## src/rtl/vga_timing_gen.sv

```systemverilog
// Purpose : scans a VGA raster, presents (x, y) to a pixel source and drives
//           hsync/vsync/rgb/active aligned to the returned 1-bit pixel, plus a
//           one-cycle frame_tick at the start of vertical blanking.
// Latency : x/y come straight from the counters; hsync/vsync/rgb/active for a
//           coordinate appear PIX_LAT+1 cycles after it is presented.
// Backpr. : none; free-running raster. The pixel source must answer in exactly
//           PIX_LAT cycles.
// Ports   : clk (pixel clock), rst (sync, active-high), pixel (in),
//           x[9:0], y[8:0], hsync, vsync, rgb[5:0], active, frame_tick (out).
module vga_timing_gen #(
  parameter int         H_ACTIVE = 640,
  parameter int         H_FP     = 16,
  parameter int         H_SYNC   = 96,
  parameter int         H_BP     = 48,
  parameter int         V_ACTIVE = 480,
  parameter int         V_FP     = 10,
  parameter int         V_SYNC   = 2,
  parameter int         V_BP     = 33,
  parameter bit         SYNC_POL = 1'b0,
  parameter int         PIX_LAT  = 1,
  parameter logic [5:0] FG_COLOR = 6'b111111,
  parameter logic [5:0] BG_COLOR = 6'b000000
) (
  input  logic       clk,
  input  logic       rst,
  input  logic       pixel,
  output logic [9:0] x,
  output logic [8:0] y,
  output logic       hsync,
  output logic       vsync,
  output logic [5:0] rgb,
  output logic       active,
  output logic       frame_tick
);

  localparam int H_TOTAL = H_ACTIVE + H_FP + H_SYNC + H_BP;
  localparam int V_TOTAL = V_ACTIVE + V_FP + V_SYNC + V_BP;

  // Boundaries are held at 11 bits so a total of exactly 1024 still compares
  // correctly against the zero-extended 10-bit counters.
  localparam logic [10:0] H_LAST   = 11'(H_TOTAL - 1);
  localparam logic [10:0] H_VIS    = 11'(H_ACTIVE);
  localparam logic [10:0] HS_START = 11'(H_ACTIVE + H_FP);
  localparam logic [10:0] HS_END   = 11'(H_ACTIVE + H_FP + H_SYNC);
  localparam logic [10:0] V_LAST   = 11'(V_TOTAL - 1);
  localparam logic [10:0] V_VIS    = 11'(V_ACTIVE);
  localparam logic [10:0] VS_START = 11'(V_ACTIVE + V_FP);
  localparam logic [10:0] VS_END   = 11'(V_ACTIVE + V_FP + V_SYNC);

  logic [9:0]  h_cnt;
  logic [9:0]  v_cnt;
  logic [10:0] h_ext;
  logic [10:0] v_ext;

  assign h_ext = {1'b0, h_cnt};
  assign v_ext = {1'b0, v_cnt};

  // Raster counters. Wrap with >= so a mis-sized parameter set can never run
  // the counter past its last legal value.
  always_ff @(posedge clk) begin
    if (rst) begin
      h_cnt <= '0;
      v_cnt <= '0;
    end else if (h_ext >= H_LAST) begin
      h_cnt <= '0;
      if (v_ext >= V_LAST) begin
        v_cnt <= '0;
      end else begin
        v_cnt <= v_cnt + 10'd1;
      end
    end else begin
      h_cnt <= h_cnt + 10'd1;
    end
  end

  assign x = h_cnt;
  assign y = (v_ext < V_VIS) ? v_cnt[8:0] : 9'd0;

  // Raw timing decoded from the counters in the current cycle.
  logic vis_r;
  logic hs_r;
  logic vs_r;
  logic tick_r;

  always_comb begin
    vis_r  = (h_ext < H_VIS) && (v_ext < V_VIS);
    hs_r   = (h_ext >= HS_START) && (h_ext < HS_END);
    vs_r   = (v_ext >= VS_START) && (v_ext < VS_END);
    // Counters sitting at (0, V_ACTIVE): first cycle of vertical blanking.
    tick_r = (h_ext < 11'd1) && (v_ext >= V_VIS) && (v_ext < V_VIS + 11'd1);
  end

  // Delay line matching the pixel source latency. Bit order {vis, hs, vs};
  // all-zero is the blank / deasserted state.
  logic [2:0] raw_t;
  logic [2:0] dly_t;

  assign raw_t = {vis_r, hs_r, vs_r};

  if (PIX_LAT == 0) begin : g_no_dly
    assign dly_t = raw_t;
  end else begin : g_dly
    logic [2:0] stage [PIX_LAT];

    always_ff @(posedge clk) begin
      if (rst) begin
        for (int i = 0; i < PIX_LAT; i++) begin
          stage[i] <= 3'b000;
        end
      end else begin
        stage[0] <= raw_t;
        for (int i = 1; i < PIX_LAT; i++) begin
          stage[i] <= stage[i-1];
        end
      end
    end

    assign dly_t = stage[PIX_LAT-1];
  end

  logic vis_d;
  logic hs_d;
  logic vs_d;

  assign vis_d = dly_t[2];
  assign hs_d  = dly_t[1];
  assign vs_d  = dly_t[0];

  // Output register: captures the pixel together with its delayed timing so
  // colour and syncs leave the block on the same edge.
  always_ff @(posedge clk) begin
    if (rst) begin
      rgb        <= 6'b000000;
      active     <= 1'b0;
      hsync      <= ~SYNC_POL;
      vsync      <= ~SYNC_POL;
      frame_tick <= 1'b0;
    end else begin
      rgb        <= vis_d ? (pixel ? FG_COLOR : BG_COLOR) : 6'b000000;
      active     <= vis_d;
      hsync      <= hs_d ? SYNC_POL : ~SYNC_POL;
      vsync      <= vs_d ? SYNC_POL : ~SYNC_POL;
      frame_tick <= tick_r;
    end
  end

endmodule
```

## config.mk

```make
export PLATFORM = sky130hd
export DESIGN_NAME = vga_timing_gen
export DESIGN_NICKNAME = d
export VERILOG_FILES = /design/src/rtl/vga_timing_gen.sv
export SDC_FILE = /design/constraint.sdc
export NUM_CORES = 1
export LEC_CHECK = 0
export ABC_AREA = 1
export BUFFER_PORTS_ARGS = -buffer_cell sky130_fd_sc_hd__buf_2
export CAP_MARGIN = 10
export CORE_UTILIZATION = 57
export CTS_CLUSTER_SIZE = 16
export DETAILED_ROUTE_END_ITERATION = 7
export GPL_TIMING_DRIVEN = 0
export HOLD_SLACK_MARGIN = 0.05
export MAX_ROUTING_LAYER = met4
export PLACE_DENSITY_LB_ADDON = 0.1
export SYNTH_ARGS = -nofsm -noshare
export SYNTH_HDL_FRONTEND = slang
export SYNTH_SLANG_ARGS = --single-unit
```

## constraint.sdc

```tcl
create_clock -name clk -period 3.3 [get_ports clk]
set_clock_uncertainty 0.2 [all_clocks]
set_input_delay 0.33 -clock clk [delete_from_list [all_inputs] [get_ports clk]]
set_output_delay 0.33 -clock clk [all_outputs]
set_load 0.005 [all_outputs]
```

Yosys cells after proc, flatten, opt, wreduce, memory -nomap -nowiden. Memory sizes are Yosys's and may differ from the RTL's. Index checks and enable logic that the tools add are counted.

Reductions and logical operators: 8. Add/subtract/negate cells: 2. Bitwise gates (word level): 1. Order comparisons: 11. Muxes and demuxes: 10.

Operators by type and width (number): $ge 10x10->1 const B (3); $lt 10x9->1 const B (3); $add 10x1->10 const B (2); $ge 10x9->1 const B (2); $lt 10x10->1 const B (2); $lt 10x1->1 const B (1); $mux 10 (1); $mux 9 (1); $mux 1 (6); $mux 6 (1); $logic_and 1x1->1 (5); $reduce_or 2->1 (2); $mux 3 (1); $reduce_or 3->1 (1); $not 1->1 (1).

Input port bits: 3. Memories kept: 1. Logic and storage cells: 40. Bits in writable memories: 3. Output and inout port bits: 29. Register bits after elaboration: 30.

Memories: g_dly.stage (words 1, width 3, read ports 1, clocked after Yosys merged registers in 0, write ports 1, RTL line 103) `logic [2:0] stage [PIX_LAT];`.

Depth between registers and ports, before layout.
Depth after elaboration: 3. Mapped depth: 9. Gate-level depth less buffers: 9.

Worst setup path after synthesis. No wires, ideal clock.

Path kind: reg-to-output. Start: reg v_cnt[5]. End: out y[0]. Stages on the path, launching flop included: 6. Setup slack: 1.762 ns. Arrival time: 1.008 ns. Buffers on the path: 0. Cells stage by stage: dfxtp_1 -> inv_1 -> nor3_1 -> inv_1 -> nand2_1 -> nor2_1.

Longest elaborated chain between the ends: 2.

RTL lines: from (decl) (RTL line 51) `logic [9:0] v_cnt;`; from (signal assigned) (RTL line 69) `v_cnt <= v_cnt + 10'd1;`; $lt 10x9->1 (RTL line 77) `assign y = (v_ext < V_VIS) ? v_cnt[8:0] : 9'd0;`; $mux 9 (RTL line 77); to (decl) (RTL line 28) `output logic [8:0] y,`.

No other way between the ends.

Final worst setup path.
Start: reg v_cnt[5]. End: out y[1].

Same word-level chain as after synthesis.

==> impl_metrics.ini <==
[drt]
drcViolationCount = 0
vias_per_cell = 4.94
postRouteAntennaNets = 0
vias = 1378
wl_per_cell_um = 10.7
drt_first_pass_iters = 4
initialDrtViolationCount = 34
drt_wl_total_mm = 3.00

[cts]
postCtsSetupRepairBufs = 0
cts_made_buffers = 3
clkLatencyLatePin_ns = 0.34
cts_root_buf = clkbuf_4
ctsHoldBuffers = 2
h-tree-depth = 1
ctsResizeCount = 0
clk_path_buf_depth = 2
clkTransAtPathRegs_ns = 0.16
cts_tree = done
cts_sinks = 28

[pwr]
power_frac_clock = 0.377
p_sw_uw = 130
comb_power_share = 0.056
power_density_nw_per_um2 = 353
ir_drop_uv = 323
leakagePower_uw = 0.000850
internal-power_uw = 483
p_sw_frac = 0.212
seqPwrFrac = 0.567

[finish]
antenna_cells = 0
nets = 258
syn_to_final_growth_pct = 18.1
drive_gt1_frac = 0.209
finalInstanceArea_um2 = 1730
n_fill_cell = 229

[logic_synthesis]
ys_seq_area_frac = 0.382
synth_top_area_cell = dfxtp_1
synthMuxAreaShare = 0
synth_fp_nets = 220
synthXorXnorAreaFrac = 0.00596
synth_flop_cell = dfxtp_1
yosysUniqueCellTypes = 26
yosys_warnings = 0
synth_top_family_by_area = simple AND/OR/NAND/NOR gates
syn_area_per_cell_um2 = 6.93
synth_compound_area_frac = 0.0690
yosys.area_share.simple = 0.381
netlist_top_cells_area = dfxtp_1 (38%), nand2_1 (14%), nor2_1 (8.4%)
postSynthCellCount = 212
synth_edf_count = 0
synth_top_area_share = 0.382
async_reset_ff_frac = 0
synthAdderAreaFrac = 0.0426
synth_area_um2 = 1470
synth_seq_cells = 28

[placement]
dp_hpwl_mm = 2.21
placed_area_um2 = 1660
gp_congestion = 0.921
io_buffers = 31

[timing]
post-route-min-period_ns = 2.35
drv_slew = 0
worstMarginPinSlew_ns = 0.348
rsz0062_at_grt = no
max_slew_margin = 0.767
hold_violations = 0
fmax_mhz = 426
fin_crit_sh = 0.712
setup_viol = 0
fin_tns_setup_ns = 0

[hold_path]
hold_path_class = flop to flop
hp-start = g_dly.stage[0][1]

[critical_path]
cp.required_ns = 2.77
rrSetupSlack_ns = 1.57
critical_path.startpoint_type = flop
cp_max_fo = 9
path_class = flop to primary output
cp.arrival_ns = 1.82
crit_path_end_kind = primary output
crit_end = y[1]
crit_start = v_cnt[5]
r2r_start = x[0]
r2r-end = v_cnt[6]
reg2regPathDepth = 8

[floorplanning]
dieArea_um2 = 2780
ioPinCount = 32
initial_core_util = 0.598
die_y_um = 52.8
rows = 18
die_x_um = 52.8
core_um2 = 2450

[flow_run]
max_cap_viol_count = 0

[global_route]
grt_pass1_vias = 1120
grt_max_degree = 17
overflow = 0
antenna_found_initial = 0
grt_pass1_wl_mm = 4.79
grt_use_total = 0.238

[run_status]
status = completed
[power groups by stage]
stage	combinational [uW]	clock [uW]	sequential, uW
after CTS	34.9	235	348
final	34.3	231	348
after global routing	39.2	244	349
after floorplan	20.4	0	355
after global placement	32.2	0	355
after detailed placement	32.9	0	355
[cell usage in the layout (no fill, tap or decap), types with 2 or more instances in the layout]
cell type      instances
nand2_4                2
ha_1                   5
dlygate4sd3_1          2
nand2_1               53
nand4_1                2
nor4_1                 2
nor3_1                 7
o21ai_0                6
nor3b_2                2
dfxtp_1               28
clkbuf_4               3
inv_1                 32
nor2_4                 3
a21oi_1                6
nor2_1                33
buf_2                 31
nand3_1               15
buf_4                  5
[flip-flops by register name, summed over array words and instances, names as in the netlist]
name / flops
v_cnt: 10
x: 10
g_dly.stage: 3
active: 1
frame_tick: 1
hsync: 1
rgb: 1
vsync: 1
[cell families after synthesis]
kind of cell / after synthesis
AOI/OAI and AO/OA: 16
buffers and inverters: 40
adders and majority gates: 5
DFF: 28
xor gates and xnor gates: 1
and+or+nand+nor: 122
[critical path, cell delays in order (launching register included)]
cell     delay (ns)
dfxtp_1        0.45
inv_1          0.17
nor3_1         0.28
inv_1          0.09
nand2_1        0.28
nor2_1         0.08
buf_2          0.13
[how the worst min path moves through the flow]
stage / to / slack, ns / cells past startpoint
global route: vsync / 0.21 / 1
global placement: vsync / 0.15 / 1
CTS: hsync / 0.20 / 1
finish: hsync / 0.19 / 1
floorplan: hsync / 0.15 / 1
detailed placement: hsync / 0.16 / 1
[per-layer routing]
metal	vias up	wire length, um	GRT usage
li1	729	-	-
met1	595	1500	0.328
met2	49	1300	0.352
met3	5	160	0.0290
met4	0	42	0.0921
met5	-	0	-
[synthesized netlist by cell type, types with 2 or more instances]
| cell | number |
|---|---|
| nor3b_2 | 2 |
| o21ai_0 | 6 |
| inv_1 | 32 |
| nor2_4 | 3 |
| nand2_1 | 53 |
| nor4_1 | 2 |
| nand4_1 | 2 |
| dfxtp_1 | 28 |
| a21oi_1 | 6 |
| buf_4 | 5 |
| nor2_1 | 33 |
| ha_1 | 5 |
| nand2_4 | 2 |
| nor3_1 | 7 |
| nand3_1 | 15 |
[metrics by stage]
stage          power (uW)  utilization  cells  worst slack (ns)  hold WS, ns
4_1_cts               618        0.706    279             0.983        0.197
6_report              613        0.706    279             0.950        0.194
2_1_floorplan         375            -    212              1.76        0.152
3_3_place_gp          387        0.677    273              1.38        0.155
3_5_place_dp          388        0.677    273              1.38        0.161
5_1_grt               632        0.706    279             0.787        0.208
[cell type report]
| class | count | area, um^2 | share of cell area |
|---|---|---|---|
| tap | 30 | 37.5 | 0.0216 |
| sequential | 28 | 561 | 0.323 |
| clock buffer | 3 | 22.5 | 0.0130 |
| timing repair buffer | 33 | 175 | 0.101 |
| clock inverter | 1 | 30.0 | 0.0173 |
| buffer | 6 | 48.8 | 0.0281 |
| inverter | 34 | 128 | 0.0736 |
| multi-input combinational | 144 | 732 | 0.422 |
Note: power is estimated with default switching activity, not from simulation.
